$ cat src/rtl/mips_pkg.sv
// Shared encodings for the EXE operand control slice.
// Holds forwarding-select codes, hazard FSM states and the match helper.
package mips_pkg;

  localparam logic [1:0] FWD_REG  = 2'b00;
  localparam logic [1:0] FWD_EXE  = 2'b01;
  localparam logic [1:0] FWD_MEM  = 2'b10;
  localparam logic [1:0] FWD_LOAD = 2'b11;

  localparam logic [15:0] CNT_MAX = 16'hFFFF;

  typedef enum logic {
    RUN   = 1'b0,
    STALL = 1'b1
  } state_e;

  // r0 is hardwired to zero, so a write to it is never a real producer.
  function automatic logic src_match(
    input logic       used,
    input logic [4:0] src,
    input logic [4:0] dst,
    input logic       wreg
  );
    return used & wreg & (src == dst) & (src != 5'd0);
  endfunction

endpackage

$ cat src/rtl/fwd_unit.sv
// Combinational hazard detection and operand forwarding selection.
// Ports: ID sources/uses in, E/M destinations in; fwda_o/fwdb_o/stall_o out.
// Macro EXE_OPERAND_FWD_EN: defined -> forwarding; undefined -> stall only.
module fwd_unit
  import mips_pkg::*;
(
  input  logic [4:0] drs_i,
  input  logic [4:0] drt_i,
  input  logic       dusers_i,
  input  logic       dusert_i,
  input  logic [4:0] ern_i,
  input  logic       ewreg_i,
  input  logic       em2reg_i,
  input  logic [4:0] mrn_i,
  input  logic       mwreg_i,
  input  logic       mm2reg_i,
  output logic [1:0] fwda_o,
  output logic [1:0] fwdb_o,
  output logic       stall_o
);

  logic ea, eb, ma, mb;

  assign ea = src_match(dusers_i, drs_i, ern_i, ewreg_i);
  assign eb = src_match(dusert_i, drt_i, ern_i, ewreg_i);
  assign ma = src_match(dusers_i, drs_i, mrn_i, mwreg_i);
  assign mb = src_match(dusert_i, drt_i, mrn_i, mwreg_i);

`ifdef EXE_OPERAND_FWD_EN
  // The younger EXE producer wins over MEM.
  function automatic logic [1:0] sel(
    input logic e,
    input logic m
  );
    logic [1:0] s;
    s = FWD_REG;
    unique case (1'b1)
      (e & ~em2reg_i): s = FWD_EXE;
      (e &  em2reg_i): s = FWD_REG;
      (m & ~mm2reg_i): s = FWD_MEM;
      (m &  mm2reg_i): s = FWD_LOAD;
      default:         s = FWD_REG;
    endcase
    return s;
  endfunction

  assign fwda_o  = sel(ea, ma);
  assign fwdb_o  = sel(eb, mb);
  // Load data is not ready until MEM: one bubble.
  assign stall_o = (ea | eb) & em2reg_i;
`else
  logic unused_m2reg;
  assign unused_m2reg = em2reg_i ^ mm2reg_i;
  assign fwda_o  = FWD_REG;
  assign fwdb_o  = FWD_REG;
  assign stall_o = ea | eb | ma | mb;
`endif

endmodule

$ cat src/rtl/exe_operand_ctrl.sv
// ID->EXE->MEM control tracking, hazard stall FSM and stall counter.
// Ports: ID fields in; E/M regs, fwda/fwdb, wpcir, stall_cnt out.
// Macro EXE_OPERAND_FWD_EN enables forwarding (see fwd_unit).
module exe_operand_ctrl
  import mips_pkg::*;
(
  input  logic        clk,
  input  logic        rst,
  input  logic [4:0]  drs,
  input  logic [4:0]  drt,
  input  logic        dusers,
  input  logic        dusert,
  input  logic [4:0]  drn,
  input  logic        dwreg,
  input  logic        dm2reg,
  input  logic        daluimm,
  output logic [4:0]  ern,
  output logic [4:0]  mrn,
  output logic        ewreg,
  output logic        em2reg,
  output logic        mwreg,
  output logic        mm2reg,
  output logic        ealuimm,
  output logic [1:0]  fwda,
  output logic [1:0]  fwdb,
  output logic        wpcir,
  output logic [15:0] stall_cnt
);

  logic [4:0]  ern_q, mrn_q;
  logic        ewreg_q, em2reg_q, ealuimm_q;
  logic        mwreg_q, mm2reg_q;
  logic [15:0] stall_cnt_q, stall_cnt_d;
  state_e      state_q, state_d;
  logic        stall;

  fwd_unit u_fwd (
    .drs_i    (drs),
    .drt_i    (drt),
    .dusers_i (dusers),
    .dusert_i (dusert),
    .ern_i    (ern_q),
    .ewreg_i  (ewreg_q),
    .em2reg_i (em2reg_q),
    .mrn_i    (mrn_q),
    .mwreg_i  (mwreg_q),
    .mm2reg_i (mm2reg_q),
    .fwda_o   (fwda),
    .fwdb_o   (fwdb),
    .stall_o  (stall)
  );

  always_comb begin
    state_d     = state_q;
    wpcir       = ~stall;
    stall_cnt_d = stall_cnt_q;
    case (state_q)
      RUN:     if (stall)  state_d = STALL;
      STALL:   if (!stall) state_d = RUN;
      default: state_d = RUN;
    endcase
    if (stall && stall_cnt_q != CNT_MAX)
      stall_cnt_d = stall_cnt_q + 16'd1;
  end

  always_ff @(posedge clk or posedge rst) begin
    if (rst) begin
      state_q     <= RUN;
      stall_cnt_q <= '0;
      ern_q       <= '0;
      ewreg_q     <= 1'b0;
      em2reg_q    <= 1'b0;
      ealuimm_q   <= 1'b0;
      mrn_q       <= '0;
      mwreg_q     <= 1'b0;
      mm2reg_q    <= 1'b0;
    end else begin
      state_q     <= state_d;
      stall_cnt_q <= stall_cnt_d;
      mrn_q       <= ern_q;
      mwreg_q     <= ewreg_q;
      mm2reg_q    <= em2reg_q;
      // A held ID instruction must not issue twice: insert a bubble.
      if (stall) begin
        ern_q     <= '0;
        ewreg_q   <= 1'b0;
        em2reg_q  <= 1'b0;
        ealuimm_q <= 1'b0;
      end else begin
        ern_q     <= drn;
        ewreg_q   <= dwreg;
        em2reg_q  <= dm2reg;
        ealuimm_q <= daluimm;
      end
    end
  end

  assign ern       = ern_q;
  assign mrn       = mrn_q;
  assign ewreg     = ewreg_q;
  assign em2reg    = em2reg_q;
  assign mwreg     = mwreg_q;
  assign mm2reg    = mm2reg_q;
  assign ealuimm   = ealuimm_q;
  assign stall_cnt = stall_cnt_q;

endmodule
$ cat config.mk
export PLATFORM = sky130hd
export DESIGN_NAME = exe_operand_ctrl
export DESIGN_NICKNAME = d
export VERILOG_FILES = /design/src/rtl/mips_pkg.sv /design/src/rtl/fwd_unit.sv /design/src/rtl/exe_operand_ctrl.sv
export SDC_FILE = /design/constraint.sdc
export NUM_CORES = 1
export LEC_CHECK = 0
export ABC_AREA = 1
export CORE_ASPECT_RATIO = 0.5
export CORE_MARGIN = 10
export CORE_UTILIZATION = 50
export DETAILED_ROUTE_END_ITERATION = 8
export GPL_TIMING_DRIVEN = 0
export PLACE_DENSITY = 0.86
export SLEW_MARGIN = 20
export SYNTH_ARGS = -nofsm -noshare
export SYNTH_HDL_FRONTEND = slang
export SYNTH_SLANG_ARGS = --single-unit
$ cat constraint.sdc
create_clock -name clk -period 4.35 [get_ports clk]
set_clock_uncertainty 0.05 [all_clocks]
set_input_delay 0.435 -clock clk [delete_from_list [all_inputs] [get_ports clk]]
set_output_delay 0.435 -clock clk [all_outputs]
set_load 0.05 [all_outputs]
==> results of run 1 <==
-- cell usage after synthesis, drive strengths merged --
library cell	n
buf	8
nor2	34
conb	1
inv	39
o21ai	1
nor4	1
dfrtp	31
xnor2	4
ha	1
nand3b	1
nand2	111
nand3	29
nor3	6
xor2	8
-- per-layer routing --
| metal | vias to the layer above | part of all wire (%) | global-route usage, % |
|---|---|---|---|
| met4 | 0 | 0.69 | 4.03 |
| met1 | 833 | 43 | 15.9 |
| met2 | 40 | 51 | 25.9 |
| met3 | 4 | 5.6 | 4.77 |
| met5 | - | 0 | 0 |
| li1 | 952 | - | - |
-- path summary, 6_finish.rpt --
check	from	endpoint	slack (ps)	depth (start not counted)
worst max-delay path	drs[1]	wpcir	1090	12
worst min-delay path	em2reg	mm2reg	340	0
worst max register to register	stall_cnt[0]	stall_cnt[9]	2550	9
worst min register to register	em2reg	mm2reg	340	0
max in group asynchronous	rst	stall_cnt[1]	3320	2
min in group asynchronous	rst	mm2reg	510	2
-- critical path, cell delays in order --
cell	delay, ps
clkdlybuf4s50_1	540
inv_1	100
nand2_1	60
nand2_1	50
nor2_1	130
nand3_1	100
nand2_1	70
nand2_1	60
nand2_2	200
buf_2	270
inv_1	60
clkdlybuf4s50_1	700
-- cell type report --
cell class	instances	area (µm²)	share of cell area, %
plain buffers	8	56.3	2.19
clock buffers	7	76.3	2.97
clock inverters	1	5.00	0.195
inverters	39	146	5.69
multi-input cells	200	918	35.7
flip-flops and latches	31	776	30.2
well taps	51	63.8	2.48
repair buffers	53	531	20.6
-- registers in the layout, summed over array words and instances (netlist names) --
name       flops
stall_cnt     16
ern            5
em2reg         1
mwreg          1
ealuimm        1
ewreg          1
mrn            5
mm2reg         1
-- metrics by stage --
stage          worst slack, ps  utilization (%)  instances  hold WS, ps  power (W)
2_1_floorplan             2140                -        278          489   0.000521
3_3_place_gp              1210             70.6        382          308   0.000614
3_5_place_dp              1110             70.6        382          333   0.000618
4_1_cts                   1100             72.9        390          348   0.000833
5_1_grt                    940             72.9        390          366   0.000875
6_report                  1090             72.9        390          343   0.000828
-- cell families (layout without fill, tap and decap cells) --
kind of cell             after synthesis  count (layout)  share of synthesized area [%]
AO/OA/AOI/OAI                          1               1                          0.265
XOR/XNOR                              12              12                           5.57
adder cells (fa/ha/maj)                1               1                          0.663
buffers and inverters                 47             108                           10.7
flip-flops                            31              31                           41.1
other                                  1               4                          0.199
AND/OR/NAND/NOR                      182             182                           41.4
-- power breakdown --
group	switching (W)	internal, W	leakage [nW]	total (W)
combinational	0.000173	0.0000931	0.904	0.000267
sequential	0.0000325	0.000313	0.396	0.000346
clock	0.000104	0.000112	0.0422	0.000216
total	0.000309	0.000519	1.34	0.000828
==> flow_summary.toml, run 1 <==
[route]
vias_per_cell = 4.69
vias = 1829
ant_nets = 0
drc = 0
wl_per_cell_um = 12.2
initialDrtViolationCount = 63
drt-total-wl_mm = 4.77
drt_first_pass_iters = 4

[clock_network]
tritoncts = "done"
cts_buffers = 5
cts.sinks = 31
cts_resized = 0
cts-root-buf = "clkbuf_8"
path_clk_slew_ps = 70
cts_setup_buffers = 0
cts_hold_buf = 0
htree_num_levels = 2
clk_latency_ps = 280
clockBufferDepth = 2

[critical_path]
path_class = "input pin to output pin"
critPathLaunchType = "input pin"
crit_required_ps = 3870
arrival_ps = 2780
path_max_fanout = 10
worstSetupEndpointType = "output pin"

[floorplan]
pin_count = 58
die_area_mm2 = 0.00678
dieHeight_um = 63.4
die_width_um = 107
fp.coreArea_mm2 = 0.00353
initial_core_util_pct = 53.4
rows = 15

[grt]
grt_pass1_vias = 1715
antenna_found_initial = 0
grt_max_degree = 32
grt_pass1_wl_mm = 8.12
grt_overflow = 0
gr-usage-all-layers_pct = 14.4

[cells_and_area]
layout_common_cells = "109 x nand2_1, 53 x clkdlybuf4s50_1, 33 x nor2_1"
n_antenna_cell = 0
fillers = 263
drive_above_1_share_pct = 7.96
nNetsFinal = 361
layout_commonest_cell = "nand2_1"
fin_area_mm2 = 0.00257
syn_to_final_growth_pct = 36.4

[sta]
rsz0062_at_grt = "no"
worst_pin_slew_ps = 639
finalCriticalPeriod_ps = 3260
min_period_over_period_pct = 75.0
fin_setup_tns_ps = 0
drv_slew = 0
setup_viol = 0
maxSlewHeadroom_pct = 57.3
max_freq_mhz = 307
hold_viol = 0

[power_and_ir_drop]
cellLeakagePower_nw = 1.34
ir_drop_mv = 0.317
powerDensity_mw_per_mm2 = 322

[placed_design]
place_area_mm2 = 0.00249
port_buffers = 53
place.gp.congestion = 0.865
hpwl_mm = 3.77

[logic_synthesis]
ys_ff_latch = 31
ys_seq_area_share_pct = 41.1
syn_area_per_cell_um2 = 6.86
synth_top_area_share_pct = 41.1
yosysUniqueCellTypes = 22
synth.area.top_cells = "dfrtp_1 41%, nand2_1 22%, nand3_1 6.9%"
synthesis.area_mm2 = 0.00189
synth_largest_area_cell = "dfrtp_1"
ys_warn_count = 0
synthCells = 275

[outcome]
status = "completed"

[run]
cap_violations = 0

[hold_path]
hold_class = "register to register"
No activity file was read; power rests on OpenSTA's default activity.
==> inputs of run 2 (changes only) <==
- CORE_UTILIZATION: 50 -> 47
- PLACE_DENSITY: 0.86 -> 0.81
- clock period: 4.35 -> 3.19 ns (I/O delays scaled with it)
==> run 2 against run 1 <==
Clock-buffer cell count is 1 lower. First-iteration DRC count is 38% higher. Worst hold slack worse by 20 ps. Core utilization is 6.4 points lower. Sequential share of layout area is 0.12 points lower. Global-route usage is 0.61 points lower. Cell area is 0.39% higher. Via count is 1.2% higher. Total power is 38% higher.
==> flow_summary.toml, run 2 (synthesis results as in run 1) <==
[outcome]
status = "completed"

[sta]
hold_viol = 0
fin_setup_tns_ps = 0
min_period_over_period_pct = 92.2
drv_slew = 0
finalCriticalPeriod_ps = 2940
rsz0062_at_grt = "no"
worst_pin_slew_ps = 636
setup_viol = 0
max_freq_mhz = 340
maxSlewHeadroom_pct = 57.5

[power_and_ir_drop]
total_power_w = 0.00114
powerDensity_mw_per_mm2 = 443
ir_drop_mv = 0.493
cellLeakagePower_nw = 1.35

[floorplan]
die_area_mm2 = 0.00710
fp.coreArea_mm2 = 0.00388
pin_count = 58
die_width_um = 110
dieHeight_um = 64.8
rows = 16
initial_core_util_pct = 48.6

[placed_design]
place.gp.congestion = 0.842
hpwl_mm = 3.79
place_area_mm2 = 0.00249
placed_cells = 385
port_buffers = 53

[cells_and_area]
n_antenna_cell = 0
final_cells = 392
fin_area_mm2 = 0.00258
layout_common_cells = "109 x nand2_1, 53 x clkdlybuf4s50_1, 33 x nor2_1"
syn_to_final_growth_pct = 37.0
nNetsFinal = 361
layout_commonest_cell = "nand2_1"
largest_reg_flops = 16
drive_above_1_share_pct = 8.28
fillers = 327

[clock_network]
cts_buffers = 5
clk_latency_ps = 270
cts_resized = 0
clockBufferDepth = 2
cts_setup_buffers = 0
cts_hold_buf = 0
path_clk_slew_ps = 60
cts.sinks = 31
cts-root-buf = "clkbuf_8"
tritoncts = "done"
htree_num_levels = 2

[grt]
gr-usage-all-layers_pct = 13.8
antenna_found_initial = 0
grt_max_degree = 32
grt_overflow = 0
grt_pass1_vias = 1811
grt_pass1_wl_mm = 8.07

[critical_path]
worstPathCellList = "clkdlybuf4s50_1 -> inv_1 -> nand2_1 -> nand2_1 -> nor2_1 -> nand3_1 -> nand2_1 -> nand2_1 -> nand2_2 -> buf_2 -> inv_1 -> clkdlybuf4s50_1"
arrival_ps = 2570
crit_required_ps = 2820
path_class = "input pin to output pin"
path_max_fanout = 10
cp_common_cell = "nand2_1"
critPathSlowestCell = "clkdlybuf4s50_1"
critPathLaunchType = "input pin"
worst-path-buf-inv = 5
worstSetupEndpointType = "output pin"
crit_family = "buffers and inverters"
cpPeakStageDelay_ps = 700

[route]
drt-total-wl_mm = 4.82
initialDrtViolationCount = 87
drc = 0
wl_per_cell_um = 12.3
vias_per_cell = 4.72
ant_nets = 0
vias = 1851
drt_first_pass_iters = 5

[run]
cap_violations = 0

[hold_path]
hold_class = "register to register"
[run 2: cell count changes in the layout (fill, tap and decap cells not counted), sizes merged]
cell,delta
clkbuf,-1
[run 2: layout make-up]
cell class	count	area, µm²	share of cell area, %
Timing Repair Buffer	53	531	20.5
Clock buffer	6	82.6	3.20
Sequential cell	31	776	30.0
Clock inverter	1	5.00	0.194
Multi-Input combinational cell	200	918	35.6
Buffer	8	56.3	2.18
Inverter	39	146	5.67
Tap cell	54	67.6	2.62
[run 2: per-layer routing]
metal  part of all wire, %  vias up  GRT usage [%]
met2                    51       46           25.4
li1                      -      940              -
met4                  0.71        0           3.71
met5                     0        -              0
met3                   8.1        4           4.24
met1                    40      861           15.1
[run 2: worst paths after layout]
check / endpoint / slack [ps] / cells after the start / from
worst min register to register: mm2reg / 320 / 0 / em2reg
min in group asynchronous: stall_cnt[7] / 410 / 2 / rst
worst min-delay path: mm2reg / 320 / 0 / em2reg
worst max-delay path: wpcir / 250 / 12 / drt[2]
worst max register to register: stall_cnt[2] / 1390 / 9 / stall_cnt[0]
max in group asynchronous: stall_cnt[8] / 2270 / 2 / rst
[run 2: power breakdown]
group | internal (W) | switching (W)
clock network | 0.000169 | 0.000139
logic | 0.000127 | 0.000236
registers | 0.000427 | 0.0000460
[run 2: worst register-to-register path: stages, from the launching register on]
cell	delay (ps)
dfrtp_1	430
ha_1	230
nand3_2	130
nor2_4	140
nand3_4	100
inv_2	90
nand3_4	110
buf_2	230
nand3_1	120
nand2_1	60
[run 2: through the flow]
| step | util, % | hold slack, ps | setup WS (ps) |
|---|---|---|---|
| finish | 66.5 | 323 | 248 |
| global route | 66.5 | 332 | 62.6 |
| CTS | 66.5 | 326 | 235 |
| detailed placement | 64.2 | 312 | 241 |
| global placement | 64.2 | 308 | 259 |
| floorplan | - | 373 | 1090 |
==> RTL change 1 (settings of run 2) <==
The option `EXE_OPERAND_FWD_EN` is turned on by a define.
--- a/src/rtl/fwd_unit.sv
+++ b/src/rtl/fwd_unit.sv
@@ -1,6 +1,8 @@
 // Combinational hazard detection and operand forwarding selection.
 // Ports: ID sources/uses in, E/M destinations in; fwda_o/fwdb_o/stall_o out.
 // Macro EXE_OPERAND_FWD_EN: defined -> forwarding; undefined -> stall only.
+`define EXE_OPERAND_FWD_EN
+
 module fwd_unit
   import mips_pkg::*;
 (
Behaviour: not the same (a bounded check fails within 4 cycles, from zero or initial values and one cycle with rst high).
==> RTL change 1 against run 2 <==
Total power shrank 9.7%. Count of clock-buffer cells in the layout stayed put. Worst hold slack better by 61 ps. Cell count rose by 2.0%. Design area grew 4.0%. Sequential cell count did not move. Setup slack improved by 170 ps. Wire length grew 16%. Synthesized area grew 2.4%. Critical path type unchanged. Highest routed layer unchanged.
==> RTL change 1: results (changes against run 2) <==
| Metric | Value |
|---|---|
| Clk buf depth | 2 (unchanged) |
| Layout cells sized above 1 | 0.0867 (was 0.0828) |
| Clk_lat worst skew | 280 ps |
| Hold path startpoint | ewreg (was em2reg) |
| Port bufs | 57 (was 53) |
| Worst hold margin | 384 ps (was 323 ps) |
| Synth Area in Adders | 0.00648 (was 0.00664) |
| WL final | 5600 microns (was 4820 microns) |
| Status | finished clean (unchanged) |
| CTS buffer count | 5 (unchanged) |
| Post-CTS Setup Inserts | 0 (unchanged) |
| Synth cell types | 30 (was 22) |
| Met1 global-route usage | 0.175 (was 0.151) |
| YS warnings | 0 (unchanged) |
| Root Driver | clkbuf_8 (unchanged) |
| WHS Path Cells | 0 (unchanged) |
| Post-synth EDFFs | 0 (unchanged) |
| Total number of vias | 2013 (was 1851) |
| Grt peak-use layer | met2 (unchanged) |
| Reg2reg end | stall_cnt[5] (was stall_cnt[2]) |
| Nets | 368 (was 361) |
| GRT Total Usage | 0.149 (was 0.138) |
| Maximum vdd drop | 0.198 mV (was 0.493 mV) |
| Crit path DAT | 2400 ps (was 2570 ps) |
| DRT Pass-1 Iters | 4 (was 5) |
| Worst Max-Slew Pin Slew | 654 ps (was 636 ps) |
| XOR/XNOR Fraction of Synth Area | 0.0363 (was 0.0557) |
| Vias in the first global route | 1852 (was 1811) |
| Min-Delay Endpoint | mwreg (was mm2reg) |
| Worst setup path startpoint | drt[0] (was drt[2]) |
| Register area share after synthesis | 0.402 (was 0.411) |
| RR Startpoint | stall_cnt[0] (unchanged) |
| Dpl hpwl | 4280 microns (was 3790 microns) |
| GR Layer Usage met3 | 0.0426 (was 0.0424) |
| Mux contribution to synthesized area | 0 (unchanged) |
| Ys flop type | dfrtp_1 (unchanged) |
| GP Congestion | 0.910 (was 0.842) |
| Syn nets | around 300 |
| H-tree levels | 2 (unchanged) |
| Worst Hold Class | register to register (unchanged) |
| Cell area after placement | 2570 sq um (was 2490 sq um) |
| Max incr delay on CP | 810 ps (was 700 ps) |
| R2R Setup Slk | 1300 ps (was 1390 ps) |
| Commonest cells post-synth | nand2_1 (110), dfrtp_1 (31), nor2_1 (31) (was nand2_1 (109), inv_1 (33), nor2_1 (33)) |
| Synth async-reset ratio | 1.00 (unchanged) |
| Number of flip-flops in the largest register | 16 (unchanged) |
| Crit path max-delay cell type | clkdlybuf4s50_1 (unchanged) |
| Max-slew violation count | 0 (unchanged) |
| Worst Reg-to-Reg Cells | 7 (was 9) |
| Area contributors post-synth | dfrtp_1 (40%), nand2_1 (21%), nand4_1 (6.8%), nor2_1 (6.0%), inv_1 (5.6%) (was dfrtp_1 (41%), nand2_1 (22%), nand3_1 (6.9%), inv_1 (6.6%), nor2_1 (6.6%)) |
| DRT iter0 DRCs | 120 (was 87) |
| LEAKAGE | 1.30 nW (was 1.35 nW) |
| Clk slew on worst S/H paths | approximately 70 ps |
| Endpoints failing hold | 0 (unchanged) |
| CP Max Fanout | 10 (unchanged) |
| First-pass GRT wire length | 9000 microns (was 8070 microns) |
| Area fraction in compound gates after synthesis | 0.0356 (was 0.00265) |
| Met2 Track Usage GR | 0.259 (was 0.254) |
-- RTL change 1: power by group --
group | internal [mW] | switching (mW)
Sequential | 0.409 | 0.0232
Clock | 0.253 | 0.150
Combinational | 0.0736 | 0.126
-- RTL change 1: critical path: cells and delay by family --
family	cells	cell delay (ps)
buf+inv	3	1370
simple gates	6	710
-- RTL change 1: worst max path at each step --
stage                     slack, ps       to  cells after the start
final                           420    wpcir                      9
after global routing            320    wpcir                      9
after CTS                       420    wpcir                      9
after detailed placement        440    wpcir                      9
after global placement          480    wpcir                      9
after floorplan                 350  fwdb[1]                      4
-- RTL change 1: layer usage --
metal | vias up | share of wire
li1 | 1017 | -
met1 | 928 | 0.45
met2 | 64 | 0.49
met3 | 4 | 0.054
met4 | 0 | 0.0095
met5 | - | 0
-- RTL change 1: layout make-up --
cell class,count,area [sq um]
flip-flops and latches,31,776
fillers,331,1240
clock inverters,2,35.0
clock buffers,6,82.6
multi-input cells,205,976
repair buffers,57,571
well taps,54,67.6
plain buffers,5,28.8
inverters,40,150
-- RTL change 1: logic make-up after synthesis --
kind of cell	after synthesis
buffers and inverters	45
AO/OA/AOI/OAI	12
XOR/XNOR	8
flip-flops	31
AND/OR/NAND/NOR	184
adder cells (fa/ha/maj)	1
-- RTL change 1: per-stage QoR --
step	utilization	power (mW)	instances	worst slack (ps)
after floorplan	-	0.554	281	346
after global placement	0.655	0.636	392	481
after detailed placement	0.655	0.639	392	438
after CTS	0.685	1.04	400	420
after global routing	0.685	1.08	400	317
final	0.685	1.03	400	418
==> RTL change 2 (config.mk and constraints of run 2) <==
Made on the original files. Reset style: synchronous (`rst`), changed in one clocked block.
--- a/src/rtl/exe_operand_ctrl.sv
+++ b/src/rtl/exe_operand_ctrl.sv
@@ -63,7 +63,7 @@
       stall_cnt_d = stall_cnt_q + 16'd1;
   end
 
-  always_ff @(posedge clk or posedge rst) begin
+  always_ff @(posedge clk) begin
     if (rst) begin
       state_q     <= RUN;
       stall_cnt_q <= '0;
Check against the original RTL: differs if rst is asserted again (counterexample within 4 cycles, from zero or initial values and one cycle with rst high); with rst held inactive, the same outputs for 10 cycles.
==> RTL change 2 against run 2 <==
Design area shrank 3.7%. Wire length grew 2.1%. Sequential cell count is the same. Synthesized area shrank 4.6%. Setup slack lost 81 ps. Largest cell class unchanged.
Power is not compared: it rests on default switching activity, and its combinational part moved more than twofold at a synthesized area within 25%.
==> RTL change 2: results (changes against run 2) <==
| Metric | Value |
|---|---|
| Crit path max-delay family | buffers and inverters (unchanged) |
| Cell taking the most area after synthesis | dfxtp_1 (was dfrtp_1) |
| WL final | 4920 microns (was 4820 microns) |
| CP Max Fanout | 10 (unchanged) |
| Headroom to the max-slew limit | 0.612 (was 0.575) |
| Post-CTS Setup Inserts | 0 (unchanged) |
| Area contributors post-synth | dfxtp_1 (34%), nand2_1 (19%), nor2_1 (9.2%), inv_1 (8.8%), nand3_1 (7.2%) (was dfrtp_1 (41%), nand2_1 (22%), nand3_1 (6.9%), inv_1 (6.6%), nor2_1 (6.6%)) |
| Crit path DAT | 2650 ps (was 2570 ps) |
| WHS Path Cells | 2 (was 0) |
| Top Layer Used | met4 (unchanged) |
| DRT iter0 DRCs | 67 (was 87) |
| Clk buf depth | 2 (unchanged) |
| GP Congestion | 0.902 (was 0.842) |
| Routed vias/inst | 4.62 (was 4.72) |
| Dpl hpwl | 3840 microns (was 3790 microns) |
| Largest net degree at the start of global routing | 11 (was 32) |
| ANT cells | 0 (unchanged) |
| DRT Pass-1 Iters | 4 (was 5) |
| GRT Total Usage | 0.143 (was 0.138) |
| Synth cell types | 22 (unchanged) |
| Clk slew on worst S/H paths | 60 ps (about the same) |
| Met1 global-route usage | 0.144 (was 0.151) |
| CTS buffer count | 5 (unchanged) |
| YS warnings | 0 (unchanged) |
| Met3 routed WL | 325 microns (was 390 microns) |
| Vias in the first global route | 1730 (was 1811) |
| First-pass GRT wire length | 7890 microns (was 8070 microns) |
| Status | finished clean (unchanged) |
| Nets | 374 (was 361) |
| Metal-1 WL | 2010 microns (was 1920 microns) |
| Worst Hold Class | register to register (unchanged) |
| GR Layer Usage met3 | 0.0630 (was 0.0424) |
| Met2 Track Usage GR | 0.258 (was 0.254) |
| Clk_lat worst skew | 290 ps (was 270 ps) |
| Root Driver | clkbuf_8 (unchanged) |
| Register area share after synthesis | 0.345 (was 0.411) |
| Layout cells sized above 1 | 0.0597 (was 0.0828) |
| Met2 routed WL | 2480 microns (about the same) |
| Worst Reg-to-Reg Cells | 9 (unchanged) |
| H-tree levels | 2 (unchanged) |
| Commonest cells post-synth | nand2_1 (91), nor2_1 (44), inv_1 (42) (was nand2_1 (109), inv_1 (33), nor2_1 (33)) |
| Initial antenna violation count | 0 (unchanged) |
| LEAKAGE | between 1 and 1.5 nW |
| Synth async-reset ratio | 0 (was 1.00) |
| Max incr delay on CP | 700 ps (about the same) |
==> RTL change 2: tightest hold or removal path: cells and delay by family, from the launching register on <==
kind / cells / cell delay, ps
DFF: 1 / 310
buffers and inverters: 1 / 40
and+or+nand+nor: 1 / 30
==> RTL change 2: stage by stage <==
| step | std cells | area (sq um) | setup WS [ps] | hold WS [ps] |
|---|---|---|---|---|
| 2_1_floorplan | 291 | 1810 | 1000 | 381 |
| 3_3_place_gp | 395 | 2400 | 290 | 354 |
| 3_5_place_dp | 395 | 2400 | 226 | 362 |
| 4_1_cts | 403 | 2490 | 220 | 371 |
| 5_1_grt | 403 | 2490 | 64.3 | 390 |
| 6_report | 403 | 2490 | 167 | 369 |
==> RTL change 2: logic make-up after synthesis <==
family | count (synthesis) | share of synthesized area
buffers and inverters | 52 | 0.123
and+or+nand+nor | 173 | 0.410
AOI/OAI and AO/OA | 17 | 0.0494
other | 1 | 0.00208
adders and majority gates | 1 | 0.00695
DFF | 31 | 0.345
xor gates and xnor gates | 13 | 0.0633
==> RTL change 2: final cells by class <==
cell class	instances	area [sq um]
buffer	10	63.8
clock buffer	7	76.3
clock inverter	1	5.00
fill	303	1060
inverter	42	158
multi-input combinational	208	968
sequential	31	621
tap	51	63.8
timing repair buffer	53	531
==> RTL change 2: final timing paths <==
kind / to / slack (ps) / startpoint
min: mm2reg / 370 / em2reg
min reg2reg: mm2reg / 370 / em2reg
max reg2reg: stall_cnt[0] / 1210 / stall_cnt[0]
max: wpcir / 170 / drs[3]
==> RTL change 2: power breakdown <==
group          switching [mW]  internal (mW)
registers             0.00867          0.397
clock network           0.151          0.153
logic                  0.0946         0.0603
